**src/rtl/stack_unit.sv**
```systemverilog
// rtl/stack_unit.sv - hardware LIFO stack with registered pop data and sticky overflow/underflow flags
// Push/pop strobes are qualified by stall; flush clears the pointer; storage is not reset.
module stack_unit #(
  parameter int WIDTH = 32,
  parameter int DEPTH = 16,
  localparam int AW = $clog2(DEPTH)
) (
  input  logic             clk,
  input  logic             reset,
  input  logic             StackPush,
  input  logic             StackPop,
  input  logic             stall,
  input  logic             flush,
  input  logic             err_clr,
  input  logic [WIDTH-1:0] push_data,
  output logic [WIDTH-1:0] pop_data,
  output logic             pop_valid,
  output logic [WIDTH-1:0] top_data,
  output logic [AW:0]      sp,
  output logic             empty,
  output logic             full,
  output logic             overflow,
  output logic             underflow
);

  localparam logic [AW:0] FULL_CNT = (AW+1)'(DEPTH);
  localparam logic [AW:0] ONE      = (AW+1)'(1);

  logic [WIDTH-1:0] mem [DEPTH];

  logic          psh;
  logic          pp;
  logic [AW-1:0] top_idx;
  logic [AW-1:0] wr_idx;
  logic          wr_en;
  logic          ovf_set;
  logic          unf_set;
  logic [WIDTH-1:0] top_entry;

  assign psh   = StackPush & ~stall;
  assign pp    = StackPop & ~stall;
  assign empty = (sp == '0);
  assign full  = (sp == FULL_CNT);

  // Low AW bits of sp minus one wraps to DEPTH-1 when full, which is the top slot.
  assign top_idx   = sp[AW-1:0] - 1'b1;
  assign top_entry = mem[top_idx];
  assign top_data  = empty ? '0 : top_entry;

  always_comb begin
    wr_en   = 1'b0;
    wr_idx  = sp[AW-1:0];
    ovf_set = 1'b0;
    unf_set = 1'b0;
    if (!flush) begin
      if (psh && !pp) begin
        wr_en   = ~full;
        ovf_set = full;
      end else if (!psh && pp) begin
        unf_set = empty;
      end else if (psh && pp) begin
        // Simultaneous push/pop replaces the top entry in place.
        wr_en  = ~empty;
        wr_idx = top_idx;
      end
    end
  end

  always_ff @(posedge clk) begin
    if (wr_en) begin
      mem[wr_idx] <= push_data;
    end
  end

  always_ff @(posedge clk or negedge reset) begin
    if (!reset) begin
      sp        <= '0;
      pop_data  <= '0;
      pop_valid <= 1'b0;
      overflow  <= 1'b0;
      underflow <= 1'b0;
    end else begin
      overflow  <= ovf_set | (overflow & ~err_clr);
      underflow <= unf_set | (underflow & ~err_clr);
      pop_valid <= 1'b0;
      if (flush) begin
        sp <= '0;
      end else begin
        case ({psh, pp})
          2'b10: begin
            if (!full) begin
              sp <= sp + ONE;
            end
          end
          2'b01: begin
            if (!empty) begin
              pop_data  <= top_entry;
              sp        <= sp - ONE;
              pop_valid <= 1'b1;
            end
          end
          2'b11: begin
            pop_data  <= empty ? push_data : top_entry;
            pop_valid <= 1'b1;
          end
          default: ;
        endcase
      end
    end
  end

endmodule

```
**config.mk**
```make
export PLATFORM = sky130hd
export DESIGN_NAME = stack_unit
export DESIGN_NICKNAME = d
export VERILOG_FILES = /design/src/rtl/stack_unit.sv
export SDC_FILE = /design/constraint.sdc
export NUM_CORES = 1
export LEC_CHECK = 0
export CAP_MARGIN = 20
export CORE_AREA = 2 2 236 238
export CTS_CLUSTER_SIZE = 16
export DETAILED_ROUTE_END_ITERATION = 7
export DIE_AREA = 0 0 238 240
export GPL_ROUTABILITY_DRIVEN = 0
export GPL_TIMING_DRIVEN = 0
export PLACE_DENSITY = 0.58
export SLEW_MARGIN = 20
export SYNTH_ARGS = -nofsm -noshare
export SYNTH_HDL_FRONTEND = slang
export SYNTH_SLANG_ARGS = --single-unit
```
**constraint.sdc**
```tcl
create_clock -name clk -period 4.5 [get_ports clk]
set_clock_uncertainty 0.1 [all_clocks]
set_input_delay 0.45 -clock clk [delete_from_list [all_inputs] [get_ports clk]]
set_output_delay 0.45 -clock clk [all_outputs]
set_load 0.05 [all_outputs]
```
### Yosys cells after proc, flatten, opt, wreduce, memory -nomap -nowiden

Memories as Yosys holds them, arrays and structs flattened.
Index checks and enable logic that the tools add are counted.

* output and inout port bits: 74
* logic and storage cells: 63
* memory bits (writable): 512
* memories kept: 1
* bits in registers: 40
* input bits: 39

* reduce and logical (&&, ||, !) cells: 10
* $add $sub $neg: 3
* mux-type cells: 26
* eq/ne operators: 7
* bitwise gates (word level): 11

Memories
* mem: depth 16, bits a word 32, rd ports 1, clocked after Yosys merged registers in 0, write ports 1, line 29 `logic [WIDTH-1:0] mem [DEPTH];`

Operators with widths (count)
* two-way mux 32 bit: 3
* one-hot mux 32 bit (2 select lines): 1
* two-way mux 4 bit: 4
* two-way mux 5 bit: 3
* two-way mux 1 bit: 13
* one-hot mux 5 bit (2 select lines): 1
* != test 3 bit (second input constant): 2
* AND reduction 3 bit: 2
* adder 5 x 1 -> 5 bit (second input constant): 1
* equality test 5 bit (second input constant): 1
* zero test 5 bit: 1
* NOT 1 bit: 5
* subtractor 5 x 1 -> 5 bit (second input constant): 1
* bitwise AND 1 bit: 4
* equality test 2 bit (second input constant): 2
* subtractor 4 x 1 -> 4 bit (second input constant): 1
* logical AND 1 bit: 3
* nonzero test 3 bit: 1
* equality test 2 x 1 -> 1 bit (second input constant): 1
* zero test 1 bit: 2
* != test 2 bit (second input constant): 1
* bitwise OR 1 bit: 2
* one-hot mux 1 bit (2 select lines): 1
* nonzero test 2 bit: 1

### Depth between registers and ports, before layout

Gate-level depths: netlist of the first run.

* word-level depth: 9
* mapped depth: 11
* depth with buffers taken out: 9

### Worst setup path before layout of the first run

OpenSTA, ideal clock, no wires.

* path kind: register to register
* start: register sp[0]
* end: memory mem[1][0], enable pin
* arrival: 3945 ps
* buffers on the path: 5
* library setup time: 421 ps
* period minus slack after synthesis: 4466 ps
* cell stages (with the launch flop): 11
* data required time: 3979 ps
* path slack: 34 ps
* cells stage by stage: dfrtp_1 buf_2 buf_2 inv_1 ha_1 clkbuf_1 buf_2 clkbuf_1 and3_1 o21ai_0 nor2_1

* cells in the longest elaborated chain, start to end: 8
* elaborated cells between the ends (all ways): 15
* classes of those cells: add/sub: 1; eq/ne: 1; mux: 10; bitwise: 2; reduce/logical: 1

RTL lines
* start: declaration: line 19 `output logic [AW:0] sp,`
* start signal: assignment: line 92 `sp <= sp + ONE;`
* start signal: assignment: line 98 `sp <= sp - ONE;`
* branches (longest 8 deep; another with subtractor 4 x 1 -> 4 bit)
* end: declaration: line 29

Several ways; the timed one is not identified.

### Worst setup path after layout of the first run

* start: register sp[0]
* end: output top_data[15]

* cells in the longest elaborated chain, start to end: 3
* elaborated cells between the ends (all ways): 4
* classes of those cells: add/sub: 1; mux: 1; reduce/logical: 1; memory: 1

RTL lines
* subtractor 4 x 1 -> 4 bit: line 46 `assign top_idx = sp[AW-1:0] - 1'b1;`
* memory read (16 x 32 bit)
* two-way mux 32 bit (*): line 48 `assign top_data = empty ? '0 : top_entry;`
* end: declaration: line 18 `output logic [WIDTH-1:0] top_data,`

Every way passes the cells marked *; elsewhere a longest branch is shown, timed or not.

==> flow_summary.json, run 1 <==
{
  "cts_tree": "built",
  "dp_slack_ns": -0.7990,
  "tightest_slew_ns": 1.026,
  "cts.clk_slew.worst_paths_ns": 0.06,
  "regToRegSetupSlack_ns": 0.46,
  "fin_crit_sh_pct": 95.93,
  "die_h_um": 240,
  "fmax_mhz": 231.6,
  "grt_max_degree": 26,
  "fin_nets": 1347,
  "path_class": "register to output pin",
  "worstPathCellList": "buf_2 > buf_4 > inv_1 > ha_2 > xor2_4 > buf_2 > nand2_1 > and3_1 > nor3_1 > clkdlybuf4s15_2",
  "root_buffer": "clkbuf_16",
  "grt.overflow.total": 0,
  "end_kind": "output pin",
  "met3_usage_pct": 3.881,
  "antenna_found_initial": 2,
  "cts_buffers": 56,
  "grt_pass1_vias": 11890,
  "drt_iter0_markers": 1085,
  "cp_num_buf_inv": 5,
  "ys_ff_latch": 552,
  "crit_path_start_kind": "register",
  "vias": 11680,
  "cp_slowest_cell": "clkdlybuf4s15_2",
  "postCtsSetupBuffers": 0,
  "dieArea_um2": 57120,
  "core_um2": 54660,
  "slew_headroom_pct": 31.31,
  "p_leak_nw": 8.607,
  "syn_nets": 1152,
  "via_per_inst": 5.687,
  "busiest_layer": "met2",
  "synth_edf_count": 512,
  "p_total_mw": 12.37,
  "hold_class": "primary input to register",
  "status": "finished, final reports clean",
  "synth_area_um2": 21660,
  "die_w_um": 238,
  "grt_pass1_wl_mm": 81.19,
  "synth_top_cell_by_area": "edfxtp_1",
  "async_flop_share_pct": 7.246,
  "met2_usage_pct": 32.06,
  "critical-path-top-delay-family": "buffers and inverters",
  "syn_avg_cell_area_um2": 19.57,
  "finalSetupTns_ns": 0,
  "rsz0062_at_grt": "no",
  "h-tree-depth": 2,
  "setup_ws_ns": 0.1831,
  "grt_util_all_layers_pct": 19.82,
  "firstDrtPassIters": 5,
  "routed_wl_mm": 55.68,
  "hpwl_mm": 35.68,
  "wl_per_cell_um": 27.11,
  "ir_worst_vdd_mv": 0.2672,
  "critPathRequiredTime_ns": 3.95,
  "grtUsageMet1_pct": 27.57,
  "ys.flop_type": "edfxtp_1",
  "clk_path_buf_depth": 3,
  "cp_max_fo": 10,
  "synth_cell_types": 50,
  "cpPeakStageDelay_ns": 0.43,
  "min_period_ns": 4.317,
  "drc": 0,
  "yosysWarnings": 0,
  "fin_util_pct": 48.16,
  "synth_area_leaders": "edfxtp_1 (71%), mux4_2 (13%), dfrtp_1 (4.6%)",
  "area_growth_pct": 21.53,
  "hold_viol": 0,
  "crit_top_cell": "buf_2",
  "drive_above_1_share_pct": 26.63,
  "clock_latency_ns": 0.60,
  "ys_seq_area_share_pct": 75.60,
  "pin_count": 113,
  "antenna_left": 0,
  "rows": 86,
  "synth.top_cell.area_share_pct": 70.98,
  "p_per_area_nw_per_um2": 470.0,
  "finalSetupViolCount": 0,
  "synthCells": 1107,
  "numPortBuffers": 111,
  "arrival_ns": 3.77,
  "max_cap_viol_count": 0,
  "final_max_slew_viol_count": 0,
  "start_util_pct": 39.63,
  "clock_sinks": 552
}
worst register-to-register path: stages, from the launching register on:
cell and delay, ns:
dfrtp_1 0.40, buf_2 0.26, buf_4 0.24, inv_1 0.16, ha_2 0.39, buf_4 0.22
clkbuf_4 0.25, nor3_1 0.20, o21ai_0 0.33, buf_2 0.30, nor2_4 0.57, buf_12 0.27
routing by layer:
metal | vias to the layer above | routed length, um
li1 | 4935 | -
met1 | 6226 | 23820
met2 | 446 | 26660
met3 | 74 | 4103
met4 | 0 | 1103
met5 | - | 0
per-stage QoR:
| stage | cell area [um2] | cells | hold slack, ns |
|---|---|---|---|
| 6_report | 26330 | 2054 | 0.1404 |
| 5_1_grt | 26320 | 2053 | 0.1586 |
| 4_1_cts | 26330 | 2053 | 0.1104 |
| 3_5_place_dp | 24380 | 1948 | 0.2690 |
| 3_3_place_gp | 23650 | 1922 | 0.3729 |
| 2_1_floorplan | 21660 | 1107 | 0.05441 |
cell usage after synthesis, types with 2 or more instances:
cell type  number
a21oi_1        35
a22oi_1         2
a31oi_1         2
and3_1         66
buf_2          34
buf_6           3
clkbuf_1       24
dfrtp_1        40
edfxtp_1      512
ha_1            5
inv_1           8
inv_2           2
mux2i_1         2
mux4_2        128
nand2_1        70
nand2_2         2
nand3_1         2
nand3b_1        2
nor2_1         26
nor2b_1         3
nor3_1         38
o21ai_0         5
o22a_1          2
o22ai_1        32
o31ai_1        34
xnor2_1         4
where the power goes:
part / internal [mW] / switching [mW]
clock network: 2.85 / 1.89
logic: 0.618 / 1.20
registers: 5.72 / 0.0891
total: 9.19 / 3.18
area by class of cell:
| type | count | area [um2] |
|---|---|---|
| Inverter | 10 | 37.54 |
| Antenna cell | 2 | 5.005 |
| Clock buffer | 84 | 1638 |
| Multi-Input combinational cell | 481 | 5102 |
| Buffer | 63 | 366.6 |
| Timing Repair Buffer | 138 | 1667 |
| Fill cell | 4511 | 28340 |
| Tap cell | 704 | 880.8 |
| Sequential cell | 552 | 16380 |
| Clock inverter | 20 | 252.7 |
state kept, by name, indices dropped and copies added (netlist names):
name,cells
overflow,1
sp,5
underflow,1
mem,512
pop_valid,1
pop_data,32
path summary, 6_finish.rpt:
| path | startpoint | end | cells past startpoint |
|---|---|---|---|
| setup / recovery | sp[0] | top_data[15] | 10 |
| hold / removal | flush | sp[3] | 2 |
| setup reg to reg | sp[0] | mem[15][11] | 11 |
| hold reg to reg | pop_data[1] | pop_data[1] | 2 |
| max in group asynchronous | reset | pop_data[22] | 3 |
| min in group asynchronous | reset | pop_data[3] | 2 |
logic make-up (layout without fill, tap and decap cells):
logic type	Yosys count	count (layout)	share of synthesized area, %
other	0	2	0
xor gates and xnor gates	6	6	0.2773
and+or+nand+nor	221	221	5.205
adders and majority gates	6	6	0.3812
muxes	132	132	13.51
DFF	552	552	75.60
AOI/OAI and AO/OA	116	116	3.425
buffers and inverters	74	315	1.606
placed cells by master, fill, tap and decap left out, types with 3 or more instances in the layout:
cell type and count:
mux4_2 128, clkdlybuf4s15_2 15, buf_2 48, bufinv_16 6, o22ai_1 32, clkbuf_1 23
inv_1 8, nor2_1 10, dfrtp_1 40, clkbuf_2 7, clkdlybuf4s50_1 77, o21ai_0 3
nor3_1 36, ha_1 3, clkbuf_16 57, and3_1 66, clkbuf_8 11, nor2_4 16
xnor2_1 3, buf_6 4, buf_12 9, clkinv_2 6, edfxtp_1 512, clkinv_1 5
clkbuf_4 9, buf_16 15, o31ai_1 34, nor2b_1 3, nand2_1 70, a21oi_1 35
buf_4 7
what timing repair did:
| item | in CTS | in global routing |
|---|---|---|
| hold buffers | 1 | 0 |
| gates resized for setup | 199 | 12 |
| endpoints found under the setup margin | 335 | 32 |
| endpoints found under the hold margin | 40 | 0 |
Power figures use the tool's default switching activity.
==> run 2: changes to the inputs <==
--- a/config.mk
+++ b/config.mk
@@ -12,7 +12,6 @@
 export DIE_AREA = 0 0 238 240
 export GPL_ROUTABILITY_DRIVEN = 0
 export GPL_TIMING_DRIVEN = 0
-export PLACE_DENSITY = 0.58
 export SLEW_MARGIN = 20
 export SYNTH_ARGS = -nofsm -noshare
 export SYNTH_HDL_FRONTEND = slang
==> run 2 against run 1 <==
Global-route usage is 0.39 points lower. Critical path depth is 1 higher. Via count is 1.1% lower.
==> flow_summary.json, run 2 (synthesis gave the netlist of run 1 again) <==
{
  "largest_register": "mem",
  "drive_above_1_share_pct": 26.13,
  "p_per_area_nw_per_um2": 458.9,
  "firstDrtPassIters": 7,
  "slew_headroom_pct": 31.47,
  "die_h_um": 240,
  "tightest_slew_ns": 1.023,
  "rows": 86,
  "vias": 11550,
  "antenna_left": 0,
  "p_sw_mw": 3.175,
  "ir_worst_vdd_mv": 0.2589,
  "grt_pass1_wl_mm": 79.81,
  "pin_count": 113,
  "fillers": 4497,
  "clock_latency_ns": 0.60,
  "final_max_slew_viol_count": 0,
  "multi_input_area_um2": 5127,
  "die_w_um": 238,
  "cts.clk_slew.worst_paths_ns": 0.07,
  "end_kind": "output pin",
  "p_int_mw": 8.841,
  "largest_reg_flops": 512,
  "h-tree-depth": 2,
  "arrival_ns": 3.78,
  "grt_util_all_layers_pct": 19.43,
  "p_comb_share_pct": 15.2,
  "clk_path_buf_depth": 3,
  "reg2reg_depth": 11,
  "grt.overflow.total": 0,
  "fin_crit_sh_pct": 96.13,
  "hold_viol": 0,
  "fin_nets": 1345,
  "grt_pass1_vias": 11760,
  "cts_tree": "built",
  "wl_per_cell_um": 26.59,
  "cts_buffers": 56,
  "fin_util_pct": 47.90,
  "pwr-share-seq_pct": 48.4,
  "dp_slack_ns": -0.6858,
  "layout_common_cells": "edfxtp_1 (512), mux4_2 (128), clkdlybuf4s50_1 (77)",
  "hold_class": "primary input to register",
  "pwr-share-clk_pct": 36.4,
  "grt_max_degree": 25,
  "cp_max_fo": 10,
  "fmax_mhz": 231.2,
  "regArea_um2": 16380,
  "p_sw_share_pct": 26.42,
  "routed_wl_mm": 54.59,
  "rsz0062_at_grt": "no",
  "area_growth_pct": 20.89,
  "critPathRequiredTime_ns": 3.95,
  "min_period_ns": 4.326,
  "antenna_found_initial": 3,
  "mostFrequentLayoutCell": "edfxtp_1",
  "dieArea_um2": 57120,
  "max_cap_viol_count": 0,
  "via_per_inst": 5.626,
  "start_util_pct": 39.63,
  "p_leak_nw": 8.521,
  "clock_sinks": 552,
  "setup_ws_ns": 0.1741,
  "path_class": "register to output pin",
  "reg.largest.list": "mem x512, pop_data x32, sp x5",
  "drc": 0,
  "whs_path_depth": 2,
  "root_buffer": "clkbuf_16",
  "p_total_mw": 12.02,
  "crit_path_start_kind": "register",
  "hpwl_mm": 35.21,
  "finalSetupViolCount": 0,
  "status": "finished, final reports clean",
  "core_um2": 54660,
  "numPortBuffers": 111,
  "drt_iter0_markers": 1219
}
==> run 2: changes by cell type in the layout (fill, tap and decap cells not counted), sizes merged, moves of 2 or more <==
cell	delta
clkinv	+10
inv	+2
buf	-9
clkdlybuf4s15	+2
clkinvlp	-2
bufinv	-4
==> run 2: critical path, cell delays in order, from the launching register on <==
cell,delay (ns)
dfrtp_1,0.40
buf_2,0.28
buf_4,0.26
inv_1,0.17
ha_2,0.47
buf_4,0.23
buf_4,0.25
mux4_2,0.21
nand2_1,0.06
and3_1,0.22
nor3_1,0.21
clkdlybuf4s15_2,0.40
==> run 2: power groups by stage <==
stage | Combinational (mW) | Clock [mW] | Sequential, mW
3_3_place_gp | 1.81 | 0 | 5.92
2_1_floorplan | 0.782 | 0 | 6.24
6_report | 1.83 | 4.37 | 5.81
5_1_grt | 1.93 | 4.65 | 5.82
4_1_cts | 1.84 | 4.44 | 5.81
3_5_place_dp | 1.84 | 0 | 5.92
==> run 2: timing repair <==
item                                   CTS  global route
gates resized for setup                190            18
setup endpoints to repair              231            19
hold buffers                             1             0
endpoints found under the hold margin   40             0
cloned                                   0             0
buffers inserted                         0             0
==> run 2: final timing paths <==
check                          endpoint  slack (ns)    startpoint
min                               sp[0]        0.14         flush
max reg2reg                 mem[14][23]        0.47         sp[0]
min in group asynchronous   pop_data[2]        0.19         reset
min reg2reg                pop_data[18]        0.39  pop_data[18]
max in group asynchronous  pop_data[21]        3.61         reset
max                        top_data[29]        0.17         sp[0]
==> run 2: area by class of cell <==
cell class / instances / area share, %
flip-flops and latches: 552 / 62.54
multi-input cells: 481 / 19.58
repair buffers: 136 / 6.350
clock buffers: 79 / 5.877
well taps: 704 / 3.364
plain buffers: 63 / 1.443
clock inverters: 26 / 0.6833
inverters: 10 / 0.1433
diodes: 2 / 0.01911
==> run 2: metrics by stage <==
stage	TNS [ns]	area (um2)	hold slack [ns]	instances
global placement	-1020.94	23650	0.3732	1922
floorplan	0	21660	0.05441	1107
CTS	0	26170	0.1181	2051
detailed placement	-27.64	24360	0.2752	1946
global route	0	26180	0.1734	2051
finish	0	26190	0.1441	2053
==> run 2: metal layers <==
layer | track usage [%] | part of all wire [%] | vias to the layer above
li1 | - | - | 4949
met1 | 28.09 | 44 | 6094
met2 | 30.83 | 47 | 431
met3 | 2.824 | 6.4 | 77
met4 | 5.833 | 2.2 | 0
met5 | 0 | 0 | -
==> run 3: changes to the inputs <==
--- a/config.mk
+++ b/config.mk
@@ -5,13 +5,13 @@
 export SDC_FILE = /design/constraint.sdc
 export NUM_CORES = 1
 export LEC_CHECK = 0
-export CAP_MARGIN = 20
 export CORE_AREA = 2 2 236 238
 export CTS_CLUSTER_SIZE = 16
 export DETAILED_ROUTE_END_ITERATION = 7
 export DIE_AREA = 0 0 238 240
 export GPL_ROUTABILITY_DRIVEN = 0
 export GPL_TIMING_DRIVEN = 0
+export PLACE_DENSITY_LB_ADDON = 0.08
 export SLEW_MARGIN = 20
 export SYNTH_ARGS = -nofsm -noshare
 export SYNTH_HDL_FRONTEND = slang
==> run 3 against run 2 <==
Sequential cell count stayed put. Wire length is 7.0% higher. Highest routed layer is now met5. Die area stayed put. Global-route usage is 1.5 points higher. Final area is 0.70% higher. Fmax is 0.88% lower. Critical endpoint is now top_data[0]. Via count is 0.19% higher. Final cell count is 0.15% higher. Power is 3.8% higher. Sequential power hardly changed. Utilization is 0.33 points higher.
==> flow_summary.json, run 3 (synthesis gave the netlist of run 1 again) <==
{
  "status": "finished, final reports clean",
  "fin_util_pct": 48.24,
  "cts_buffers": 58,
  "startpoint": "sp[0]",
  "hold_class": "primary input to asynchronous set/reset pin",
  "finalSetupTns_ns": 0,
  "grt.overflow.total": 0,
  "rsz0062_at_grt": "yes",
  "place_area_um2": 24340,
  "rows": 86,
  "die_h_um": 240,
  "firstDrtPassIters": 5,
  "antenna_found_initial": 4,
  "max_cap_viol_count": 0,
  "fin_crit_sh_pct": 96.98,
  "hold_viol": 0,
  "area_growth_pct": 21.73,
  "min_period_ns": 4.364,
  "end_kind": "output pin",
  "grt_pass1_vias": 11700,
  "start_util_pct": 39.63,
  "via_per_inst": 5.629,
  "clock_sinks": 552,
  "die_w_um": 238,
  "hpwl_mm": 37.05,
  "h-tree-depth": 2,
  "pin_count": 113,
  "dp_slack_ns": -1.029,
  "drc": 0,
  "ir_worst_vdd_mv": 0.4246,
  "reg2reg_depth": 10,
  "routed_wl_mm": 58.39,
  "postCtsSetupBuffers": 0,
  "largest_register": "mem",
  "numPortBuffers": 111,
  "fmax_mhz": 229.1,
  "drive_above_1_share_pct": 26.92,
  "p_per_area_nw_per_um2": 473.2,
  "finalSetupViolCount": 0,
  "reg.largest.list": "mem x512, pop_data x32, sp x5",
  "tightest_slew_ns": 1.014,
  "layout_common_cells": "edfxtp_1 (512), mux4_2 (128), clkdlybuf4s50_1 (77)",
  "largest_reg_flops": 512,
  "root_buffer": "clkbuf_16",
  "fillers": 4587,
  "core_um2": 54660,
  "rr_startpoint": "sp[0]",
  "wl_per_cell_um": 28.40,
  "vias": 11570,
  "setup_ws_ns": 0.1359,
  "regToRegSetupSlack_ns": 0.47,
  "drt_iter0_markers": 1195,
  "cts_tree": "built",
  "mostFrequentLayoutCell": "edfxtp_1",
  "final_max_slew_viol_count": 0,
  "whs_ns": 0.1319,
  "slew_headroom_pct": 32.10,
  "fin_nets": 1348,
  "clock_latency_ns": 0.62,
  "fin_cells": 2056,
  "clk_path_buf_depth": 3,
  "final_area_um2": 26370,
  "path_class": "register to output pin",
  "grt_max_degree": 33,
  "antenna_left": 0,
  "antennaDiodeCount": 0,
  "dp.cells": 1947,
  "grt_util_all_layers_pct": 20.89,
  "p_leak_nw": 8.631,
  "cp_max_fo": 10,
  "grt_pass1_wl_mm": 84.41,
  "p_total_mw": 12.48,
  "crit_path_start_kind": "register",
  "arrival_ns": 3.81,
  "critPathRequiredTime_ns": 3.95,
  "dieArea_um2": 57120,
  "cts.clk_slew.worst_paths_ns": 0.06,
  "rr_endpoint": "mem[2][18]"
}
## run 3: how the worst max path moves through the flow
stage | end | depth (start not counted)
floorplan | mem[1][0] | 10
global placement | mem[4][17] | 11
detailed placement | top_data[31] | 11
CTS | top_data[25] | 11
global route | top_data[19] | 11
finish | top_data[0] | 10
## run 3: cell type report
cell class,instances,area [um2],area share (%)
Clock buffer,83,1669,6.330
Clock inverter,26,259.0,0.9823
Inverter,10,37.54,0.1424
Multi-Input combinational cell,481,5117,19.41
Tap cell,704,880.8,3.341
Timing Repair Buffer,137,1633,6.192
Buffer,63,395.4,1.499
Sequential cell,552,16380,62.10
## run 3: power breakdown
part	internal (mW)	switching, mW
sequential	5.72	0.0880
combinational	0.630	1.21
clock	2.86	1.96
## run 3: worst max-delay path, stage by stage (launching register included)
cell,delay (ns)
dfrtp_1,0.42
buf_4,0.23
buf_4,0.23
inv_1,0.18
ha_2,0.46
buf_4,0.25
buf_4,0.27
mux4_2,0.35
o22ai_1,0.31
nor3_2,0.12
clkdlybuf4s15_2,0.35
## run 3: timing repair
item	in CTS	in global routing
pin swaps	0	0
setup endpoints to repair	507	18
hold buffers	1	0
endpoints found under the hold margin	40	0
gates resized for setup	142	43
## run 3: metal layers
metal	vias up	wire, um	track usage (%)
li1	4939	-	-
met1	6163	26830	31.08
met2	399	27190	32.50
met3	70	3335	3.410
met4	2	1025	4.886
met5	-	8	0
